==> src/rtl/br_update_scheduler_pkg.sv <==
`default_nettype none
// +----------------------------------------------------------------------+
// | FetchUnitTypes: shared types for the branch-predictor update path.   |
// | Revision: 1.0                                                        |
// +----------------------------------------------------------------------+
package FetchUnitTypes;

  localparam int DEF_LANES = 2;
  localparam int DEF_DEPTH = 4;
  localparam int DEF_IDX_W = 10;
  // Queue entries carry the widest supported index; narrower tables zero-extend.
  localparam int MAX_IDX_W = 16;

  typedef enum logic [1:0] {
    ST_IDLE = 2'd0,
    ST_INIT = 2'd1,
    ST_RUN  = 2'd2
  } sched_state_e;

  typedef struct packed {
    logic [MAX_IDX_W-1:0] index;
    logic                 taken;
    logic [31:0]          target;
  } br_upd_entry_t;

endpackage
`default_nettype wire

==> src/rtl/br_update_queue.sv <==
`default_nettype none
// +----------------------------------------------------------------------+
// | br_update_queue: circular FIFO accepting up to LANES writes per cycle.|
// | Revision: 1.0                                                        |
// +----------------------------------------------------------------------+
module br_update_queue
  import FetchUnitTypes::*;
#(
  parameter int DEPTH = DEF_DEPTH,
  parameter int LANES = DEF_LANES
) (
  input  logic                         clk,
  input  logic                         rst,
  input  logic                         flush_i,
  input  logic [LANES-1:0]             enq_i,
  input  br_upd_entry_t [LANES-1:0]    enq_entry_i,
  input  logic                         deq_i,
  output br_upd_entry_t                head_o,
  output logic                         empty_o,
  output logic [$clog2(DEPTH):0]       free_o
);

  localparam int PTR_W = $clog2(DEPTH);
  localparam int CNT_W = PTR_W + 1;

  br_upd_entry_t                 mem_q [DEPTH];
  logic [PTR_W-1:0]              head_q;
  logic [PTR_W-1:0]              tail_q;
  logic [CNT_W-1:0]              count_q;
  logic [LANES-1:0][PTR_W-1:0]   slot;
  logic [CNT_W-1:0]              enq_cnt;

  // Accepted lanes land in consecutive slots starting at the tail.
  always_comb begin
    enq_cnt = '0;
    slot    = '0;
    for (int l = 0; l < LANES; l++) begin
      slot[l] = tail_q + enq_cnt[PTR_W-1:0];
      if (enq_i[l]) begin
        enq_cnt = enq_cnt + CNT_W'(1);
      end
    end
  end

  assign head_o  = mem_q[head_q];
  assign empty_o = (count_q == '0);
  assign free_o  = CNT_W'(DEPTH) - count_q + CNT_W'(deq_i);

  always_ff @(posedge clk or negedge rst) begin
    if (!rst) begin
      head_q  <= '0;
      tail_q  <= '0;
      count_q <= '0;
    end else if (flush_i) begin
      head_q  <= '0;
      tail_q  <= '0;
      count_q <= '0;
    end else begin
      head_q  <= head_q + PTR_W'(deq_i);
      tail_q  <= tail_q + enq_cnt[PTR_W-1:0];
      count_q <= count_q + enq_cnt - CNT_W'(deq_i);
    end
  end

  always_ff @(posedge clk) begin
    for (int l = 0; l < LANES; l++) begin
      if (enq_i[l]) begin
        mem_q[slot[l]] <= enq_entry_i[l];
      end
    end
  end

endmodule
`default_nettype wire

==> src/rtl/br_update_scheduler.sv <==
`default_nettype none
// +----------------------------------------------------------------------+
// | br_update_scheduler: serialises branch results into predictor writes, |
// | with a table-clearing sweep after reset or on rstStart. Revision: 1.0 |
// +----------------------------------------------------------------------+
module br_update_scheduler
  import FetchUnitTypes::*;
#(
  parameter int LANES = DEF_LANES,
  parameter int DEPTH = DEF_DEPTH,
  parameter int IDX_W = DEF_IDX_W
) (
  input  logic                         clk,
  input  logic                         rst,
  input  logic                         rstStart,
  input  logic [LANES-1:0]             brValid,
  input  logic [LANES-1:0][IDX_W-1:0]  brIndex,
  input  logic [LANES-1:0]             brTaken,
  input  logic [LANES-1:0][31:0]       brTarget,
  output logic                         updValid,
  input  logic                         updReady,
  output logic [IDX_W-1:0]             updIndex,
  output logic                         updTaken,
  output logic [31:0]                  updTarget,
  output logic                         updInit,
  output logic                         busy,
  output logic [7:0]                   dropCount
);

  localparam int CNT_W  = $clog2(DEPTH) + 1;
  localparam int DROP_W = $clog2(LANES + 1);
  localparam logic [IDX_W-1:0] SWEEP_LAST = '1;

  sched_state_e                 state_q;
  logic [IDX_W-1:0]             sweep_q;
  logic [7:0]                   drop_q;
  logic                         flush;
  logic                         deq;
  logic                         q_empty;
  logic [CNT_W-1:0]             q_free;
  br_upd_entry_t                q_head;
  br_upd_entry_t [LANES-1:0]    lane_entry;
  logic [LANES-1:0]             accept;
  logic [DROP_W-1:0]            drops;
  logic [CNT_W-1:0]             rank;
  logic [8:0]                   drop_sum;

  assign flush = (state_q == ST_IDLE) || ((state_q == ST_RUN) && rstStart);
  assign deq   = (state_q == ST_RUN) && !q_empty && updReady;

  always_comb begin
    lane_entry = '0;
    for (int l = 0; l < LANES; l++) begin
      lane_entry[l].index  = MAX_IDX_W'(brIndex[l]);
      lane_entry[l].taken  = brTaken[l];
      lane_entry[l].target = brTarget[l];
    end
  end

  // Lower lanes claim free slots first; anything left over is a drop.
  always_comb begin
    accept = '0;
    drops  = '0;
    rank   = '0;
    for (int l = 0; l < LANES; l++) begin
      if (brValid[l]) begin
        if ((state_q == ST_RUN) && !flush && (rank < q_free)) begin
          accept[l] = 1'b1;
          rank      = rank + CNT_W'(1);
        end else begin
          drops = drops + DROP_W'(1);
        end
      end
    end
  end

  assign drop_sum = {1'b0, drop_q} + 9'(drops);

  br_update_queue #(
    .DEPTH (DEPTH),
    .LANES (LANES)
  ) u_queue (
    .clk         (clk),
    .rst         (rst),
    .flush_i     (flush),
    .enq_i       (accept),
    .enq_entry_i (lane_entry),
    .deq_i       (deq),
    .head_o      (q_head),
    .empty_o     (q_empty),
    .free_o      (q_free)
  );

  generate
    if (IDX_W < MAX_IDX_W) begin : g_idx_pad
      logic idx_pad_unused;
      assign idx_pad_unused = ^q_head.index[MAX_IDX_W-1:IDX_W];
    end
  endgenerate

  always_comb begin
    updValid  = 1'b0;
    updInit   = 1'b0;
    updIndex  = '0;
    updTaken  = 1'b0;
    updTarget = '0;
    case (state_q)
      ST_INIT: begin
        updValid = 1'b1;
        updInit  = 1'b1;
        updIndex = sweep_q;
      end
      ST_RUN: begin
        if (!q_empty) begin
          updValid  = 1'b1;
          updIndex  = q_head.index[IDX_W-1:0];
          updTaken  = q_head.taken;
          updTarget = q_head.target;
        end
      end
      default: ;
    endcase
  end

  assign busy      = (state_q == ST_INIT);
  assign dropCount = drop_q;

  always_ff @(posedge clk or negedge rst) begin
    if (!rst) begin
      state_q <= ST_IDLE;
      sweep_q <= '0;
      drop_q  <= '0;
    end else begin
      drop_q <= (drop_sum > 9'd255) ? 8'hFF : drop_sum[7:0];
      case (state_q)
        ST_IDLE: begin
          state_q <= ST_INIT;
          sweep_q <= '0;
        end
        ST_INIT: begin
          if (updReady) begin
            if (sweep_q == SWEEP_LAST) begin
              state_q <= ST_RUN;
              sweep_q <= '0;
            end else begin
              sweep_q <= sweep_q + IDX_W'(1);
            end
          end
        end
        ST_RUN: begin
          if (rstStart) begin
            state_q <= ST_INIT;
            sweep_q <= '0;
          end
        end
        default: state_q <= ST_IDLE;
      endcase
    end
  end

endmodule
`default_nettype wire
==> config.mk <==
export PLATFORM = sky130hd
export DESIGN_NAME = br_update_scheduler
export DESIGN_NICKNAME = d
export VERILOG_FILES = /design/src/rtl/br_update_scheduler_pkg.sv /design/src/rtl/br_update_queue.sv /design/src/rtl/br_update_scheduler.sv
export SDC_FILE = /design/constraint.sdc
export NUM_CORES = 1
export LEC_CHECK = 0
export ABC_AREA = 1
export ABC_CLOCK_PERIOD_IN_PS = 6400
export BUFFER_PORTS_ARGS = -buffer_cell sky130_fd_sc_hd__buf_2
export CORE_MARGIN = 10
export CORE_UTILIZATION = 45
export DETAILED_ROUTE_END_ITERATION = 8
export PLACE_DENSITY = 0.7
export SLEW_MARGIN = 20
export SYNTH_ARGS = -nofsm -noshare
export SYNTH_HDL_FRONTEND = slang
export SYNTH_HIERARCHICAL = 1
export SYNTH_SLANG_ARGS = --single-unit
==> constraint.sdc <==
create_clock -name clk -period 6.4 [get_ports clk]
set_input_delay 0.64 -clock clk [delete_from_list [all_inputs] [get_ports clk]]
set_output_delay 0.64 -clock clk [all_outputs]
set_load 0.1 [all_outputs]
==> results.md, run 1 <==
- Worst path cell trace: inv_1 > ha_1 > inv_2 > or2_2 > buf_16 > nor2_1 > inv_1 > ha_1 > inv_1 > ha_1 > xor2_1 > or2_2 > o21bai_1 > nor2_1 > ha_1 > nor2_4 > nand3_2 > nand2_2 > buf_4
- CTS tree: done
- Met3 wire length: between 2000 and 2500 um
- R2R setup slack: 1.60 ns
- Slowest CP cell: or2_2
- # H-tree levels: 4
- Synth warn: 6
- Fin. Hold Viols: 0
- Clk sinks: 199
- HP Class: input pin to asynchronous set/reset pin
- R2r endpoint: u_queue/mem_q[2][38]$_DFFE_PP_
- Fmax: roughly 0.21 GHz
- Biggest cell delay along the critical path: between 0.5 and 0.6 ns
- Global-route wire length before repair: 48600 um
- Final TNS setup: 0 ns
- Pleak: 6.14 nW
- Final Total Pwr: between 3 and 4 mW
- Met2 wire length: 14900 um
- Worst-Margin Slew: about 1.0 ns
- CTS buffer count: 17
- Cell mode on critical path: ha_1
- Antenna viol nets, final: 0
- Detailed Route WL: about 30000 um
- Fin. max-slew vios: 0
- Uppermost layer routed: met4
- Initial Utilization: 0.456
- Vias/cell: roughly 5.3
- Setup bufs post-CTS: 0
- Wirelength per Cell: ~16 um
- CTS resizes: 0
- Layout cells sized above 1: 0.142
- Syn Area/Cell: 7.92 um2
- Final hold slack: 0.221 ns
- Detailed Routing Iterations Pass 1: 6
- Worst flop-to-flop path startpoint: state_q[0]$_DFFE_PN0P_
- DR iter-0 viols: 974
- IO Pins: approximately 150
- Crit end category: flop
- Setup violators final: 0
- Worst vdd ir: 0.000404 V
- Crit Path Category: flop to flop
- Core area: 25100 um2
- CP startpoint kind: flop
- Wl on met1: 12500 um
- Net Count, Synth: 1559
- Clk_skew: roughly 0.012 ns
- Fin crit share: 0.751
- Antenna cells: 0
- GPL Wtd Cong: ~0.84
- Area of the mapped netlist: roughly 11000 um2
- Largest delay share family, worst path: simple AND/OR/NAND/NOR gates
- # DRC: 0
- Overflow after GRT: 0
- CTS Hold Bufs: 0
- Reg2Reg Depth: 19
- Worst skew pair latency: 0.44 ns
- Clock-pin slew on the worst setup and hold paths: ~0.080 ns
- Syn Inst Count: 1448
- CTS root buf: clkbuf_16
- Layout area overhead: 12.6%
- Vias in the first global route: a little under 10000
- Nets@finish: 1635
- CP Max Fanout: 23
- Status: finished, final reports clean
- Die Span Y: 180 um
- Largest net degree at the start of global routing: slightly above 90
- DPL Wire Length: 18600 um
- Max-slew headroom: 0.302
- Power per Cell Area: between 200 and 250 nW/um2
- Initial antenna violation count: 0
- Clock buffer depth: 2
- Min Tclk post-route: between 4 and 5 ns
- Port bufs: approximately 150
- Worst EP required: ~6.5 ns
- RSZ-0062 raised after global routing: false
- # rows: 58
- Buf/Inv on CP: 6
- Vias: 9930
- GRT Resource Usage Total: 0.182
- Max-cap violations: 0
- Die width: 180 um
- Die ar.: 32300 um2
- Worst Path Arrival: between 4 and 5 ns
## state kept, by name, indices dropped and copies added, names as in the netlist
name and count:
u_queue/mem_q 172, sweep_q 10, dropCount 8, u_queue/count_q 3, state_q 2, u_queue/head_q 2
u_queue/tail_q 2
## layout make-up
| class | count | area [um2] |
|---|---|---|
| clock buffers | 17 | 425 |
| clock inverters | 15 | 163 |
| fillers | 2346 | 12200 |
| inverters | 195 | 732 |
| multi-input cells | 952 | 4480 |
| flip-flops and latches | 199 | 5850 |
| well taps | 330 | 413 |
| repair buffers | 159 | 851 |
## report_power, final
part	internal (mW)	switching [mW]
Combinational	0.115	0.423
Clock	0.523	0.536
Sequential	1.44	0.0404
## metrics by stage
stage	util	cell area (um2)	setup slack (ns)	instances
final	0.514	12900	1.60	1867
after global routing	0.514	12900	1.12	1867
after CTS	0.513	12900	1.40	1866
after detailed placement	0.490	12300	1.44	1834
after global placement	0.490	12300	1.60	1834
after floorplan	-	11500	0.462	1448
## how the worst max path moves through the flow
stage                                 from                              to  slack (ns)  depth (start not counted)
floorplan           state_q[0]$_DFFE_PN0P_   u_queue/mem_q[0][0]$_DFFE_PP_        0.46                         17
global placement    state_q[0]$_DFFE_PN0P_   u_queue/mem_q[2][8]$_DFFE_PP_        1.60                         18
detailed placement  state_q[0]$_DFFE_PN0P_   u_queue/mem_q[2][7]$_DFFE_PP_        1.44                         18
CTS                 state_q[0]$_DFFE_PN0P_  u_queue/mem_q[2][38]$_DFFE_PP_        1.40                         18
global route        state_q[0]$_DFFE_PN0P_  u_queue/mem_q[2][42]$_DFFE_PP_        1.12                         20
finish              state_q[0]$_DFFE_PN0P_  u_queue/mem_q[2][38]$_DFFE_PP_        1.60                         19
## worst reg2reg max path, delay by kind of cell, from the launching register on
kind	cells	cell delay (ns)
flip-flops	1	0.42
AO/OA/AOI/OAI	1	0.16
adder cells (fa/ha/maj)	4	0.95
XOR/XNOR	1	0.06
buffers and inverters	6	0.90
AND/OR/NAND/NOR	7	1.97
## per-layer routing
metal  vias to the layer above  global-route usage
met2                       423               0.311
met4                         0              0.0685
met5                         -                   0
li1                       4824                   -
met3                        44              0.0384
met1                      4639               0.221
## cells in the final DEF, fill, tap and decap left out, types with 25 or more instances in the layout
| master | count |
|---|---|
| o211ai_1 | 43 |
| inv_1 | 192 |
| nor2_1 | 67 |
| edfxtp_1 | 172 |
| a21oi_1 | 50 |
| dfrtp_1 | 25 |
| nand2_1 | 490 |
| nand3_1 | 187 |
| o21ai_0 | 54 |
| buf_2 | 145 |
Note: power is estimated with default switching activity, not from simulation.
==> run 2: changes to the inputs <==
Settings changed: ABC_CLOCK_PERIOD_IN_PS 6400 to 4740, PLACE_DENSITY 0.7 to 0.67.
Clock period 6.4 ns to 4.74 ns, I/O delays scaled along.
==> run 2 against run 1 <==
Effect of this change: design area up 1.0%; non-clock buffer count rose by 8; register-to-register slack got worse by 1.1 ns; sequential power is 35% higher; clock skew hardly changed; global-route usage grew 0.69 points; die area unchanged; clock-buffer cell count did not move; via count fell by 1.4%; largest cell class unchanged; critical path type unchanged.
==> results.md, run 2 (same netlist as run 1, synthesis figures left out) <==
- Status: finished, final reports clean
- Worst skew pair latency: 0.44 ns (about the same)
- Worst vdd ir: 0.000391 V (-3.3%)
- Vias/cell: 5.21 (-2.1%)
- Max-slew headroom: 0.309 (+0.00768)
- Fin crit share: 0.891 (+0.140)
- Layout fillers: 2376 (+1.3%)
- Cell mode on critical path: ha_1
- Fin. Hold Viols: 0 (unchanged)
- # rows: 58 (unchanged)
- CTS root buf: clkbuf_16
- # DRC: 0 (unchanged)
- GPL Wtd Cong: 0.810 (-3.0%)
- Buf/Inv on CP: 5 (-1)
- Fmax: 0.237 GHz (+14%)
- Clock-pin slew on the worst setup and hold paths: 0.07 ns (about the same)
- Switching part of the total: 0.305 (-0.0194)
- Vias: 9787 (-1.4%)
- Part of the power in combinational logic: 0.170 (-0.005)
- Initial antenna violation count: 5 (+5)
- Slowest CP cell: buf_4
- Nets@finish: 1643 (+0.49%)
- CP Max Fanout: 86 (+270%)
- Clock power frac: 0.357 (+0.013)
- Initial Utilization: 0.456 (unchanged)
- Wirelength per Cell: 16.4 um (+0.47%)
- Die width: 180 um (unchanged)
- P_int: 2.94 mW (+41%)
- Final hold slack: 0.0518 ns (-0.169 ns)
- Die Span Y: 180 um (unchanged)
- Most frequent cells in the layout: nand2_1 (490), inv_1 (192), nand3_1 (187)
- Global-route wire length before repair: 49900 um (+2.7%)
- HP Class: input pin to asynchronous set/reset pin
- Worst EP required: 5.04 ns (-1.46 ns)
- Port bufs: 145 (unchanged)
- Largest register FFs: 172 (unchanged)
- Layout cells sized above 1: 0.144 (+0.00250)
- CTS buffer count: 17 (unchanged)
- Largest net degree at the start of global routing: 115 (+26%)
- Design Area, Final: 13000 um2 (+1.0%)
- Crit Path Category: flop to flop
- Seq pwr share: 0.473 (-0.009)
- Reg2Reg Depth: 18 (-1)
- CTS resizes: 0 (unchanged)
- Leading cell type in the layout, fill and taps excluded: nand2_1
- Min Tclk post-route: 4.22 ns (-0.581 ns)
- Setup bufs post-CTS: 0 (unchanged)
- Biggest cell delay along the critical path: 0.79 ns (+0.28 ns)
- Final TNS setup: 0 ns (unchanged)
- Crit end category: flop
- Psw: 1.29 mW (+29%)
- DPL Wire Length: 18900 um (+1.9%)
- Multi-input logic area: 4480 um2 (unchanged)
- Setup violators final: 0 (unchanged)
- Pleak: 6.21 nW (+1.1%)
- DR iter-0 viols: 852 (-13%)
- Vias in the first global route: 9614 (-0.23%)
- Clk_skew: 0.0121 ns (+0.000245 ns)
- Worst path cell trace: inv_1 > ha_1 > inv_2 > or2_2 > nor2_1 > inv_1 > ha_1 > inv_1 > ha_1 > xor2_1 > or2_2 > o21bai_1 > nor2_1 > ha_1 > nor2_4 > buf_4 > nand3_1 > nand2_1
- Clk sinks: 199 (unchanged)
- Detailed Routing Iterations Pass 1: 6 (unchanged)
- Post-DP Area: 12400 um2 (+0.90%)
- Clock buffer depth: 2 (unchanged)
- Largest delay share family, worst path: simple AND/OR/NAND/NOR gates
- CTS tree: done
- Worst Path Arrival: 4.52 ns (-0.38 ns)
- CP startpoint kind: flop
- GRT Resource Usage Total: 0.189 (+0.00687)
- Final Util: 0.520 (+0.00538)
- Die ar.: 32300 um2 (unchanged)
- Worst-Margin Slew: 1.04 ns (-0.0115 ns)
- IO Pins: 146 (unchanged)
- Max-cap violations: 0 (unchanged)
- # H-tree levels: 4 (unchanged)
- Detailed Route WL: 30800 um (+1.2%)
- RSZ-0062 raised after global routing: false
- Power per Cell Area: 324 nW/um2 (+36%)
- CP Depth: 18 (-1)
- Core area: 25100 um2 (unchanged)
- Overflow after GRT: 0 (unchanged)
- Layout area overhead: 13.8%
- Fin. max-slew vios: 0 (unchanged)
- FF/Latch Area: 5850 um2 (unchanged)
- CTS Hold Bufs: 0 (unchanged)
- Antenna viol nets, final: 0 (unchanged)
==> run 2: cell count changes in the layout (fill, tap and decap cells not counted), sizes merged <==
cell,before,now
clkinvlp,2,0
diode,0,5
inv,201,199
buf,159,167
clkinv,7,8
bufinv,0,3
==> run 2: worst paths after layout <==
kind / startpoint / endpoint / slack, ns
worst min register to register: dropCount[7]$_DFF_PN0_ / dropCount[7]$_DFF_PN0_ / 0.54
worst max register to register: state_q[0]$_DFFE_PN0P_ / u_queue/mem_q[2][0]$_DFFE_PP_ / 0.52
worst max-delay path: state_q[0]$_DFFE_PN0P_ / u_queue/mem_q[2][0]$_DFFE_PP_ / 0.52
worst min-delay path: rst / dropCount[2]$_DFF_PN0_ / 0.05
max in group asynchronous: rst / u_queue/head_q[1]$_DFF_PN0_ / 4.21
min in group clk: brTarget[12] / u_queue/mem_q[1][12]$_DFFE_PP_ / 0.35
==> run 2: power by group through the flow <==
| stage | logic [mW] | clock network [mW] | registers [mW] |
|---|---|---|---|
| CTS | 0.722 | 1.53 | 2.00 |
| global route | 0.780 | 1.61 | 2.01 |
| global placement | 0.706 | 0 | 2.04 |
| finish | 0.718 | 1.51 | 2.00 |
| detailed placement | 0.721 | 0 | 2.04 |
| floorplan | 0.338 | 0 | 2.25 |
==> run 2: metrics by stage <==
step	power (mW)	worst slack, ns	cells
floorplan	2.59	0.195	1448
global placement	2.75	0.693	1842
detailed placement	2.76	0.539	1842
CTS	4.26	0.526	1874
global route	4.40	0.168	1878
finish	4.23	0.517	1880
==> run 2: worst reg2reg max path, stage by stage, from the launching register on <==
cell and delay, ns:
dfrtp_1 0.41, inv_1 0.09, ha_1 0.22, inv_2 0.05
or2_2 0.28, nor2_1 0.22, inv_1 0.07, ha_1 0.20
inv_1 0.06, ha_1 0.15, xor2_1 0.06, or2_2 0.30
o21bai_1 0.16, nor2_1 0.13, ha_1 0.36, nor2_4 0.16
buf_4 0.79, nand3_1 0.25, nand2_1 0.12
==> run 2: per-layer routing <==
| layer | wire, um | track usage |
|---|---|---|
| met3 | 2160 | 0.0406 |
| met5 | 0 | 0 |
| met2 | 14900 | 0.318 |
| met4 | 539 | 0.0652 |
| met1 | 13200 | 0.235 |
==> run 2: final cells by class <==
class / count / area share
diodes: 5 / 0.000959
flip-flops and latches: 199 / 0.448
clock inverters: 15 / 0.0134
multi-input cells: 952 / 0.343
repair buffers: 167 / 0.0737
inverters: 195 / 0.0561
clock buffers: 17 / 0.0326
well taps: 330 / 0.0316
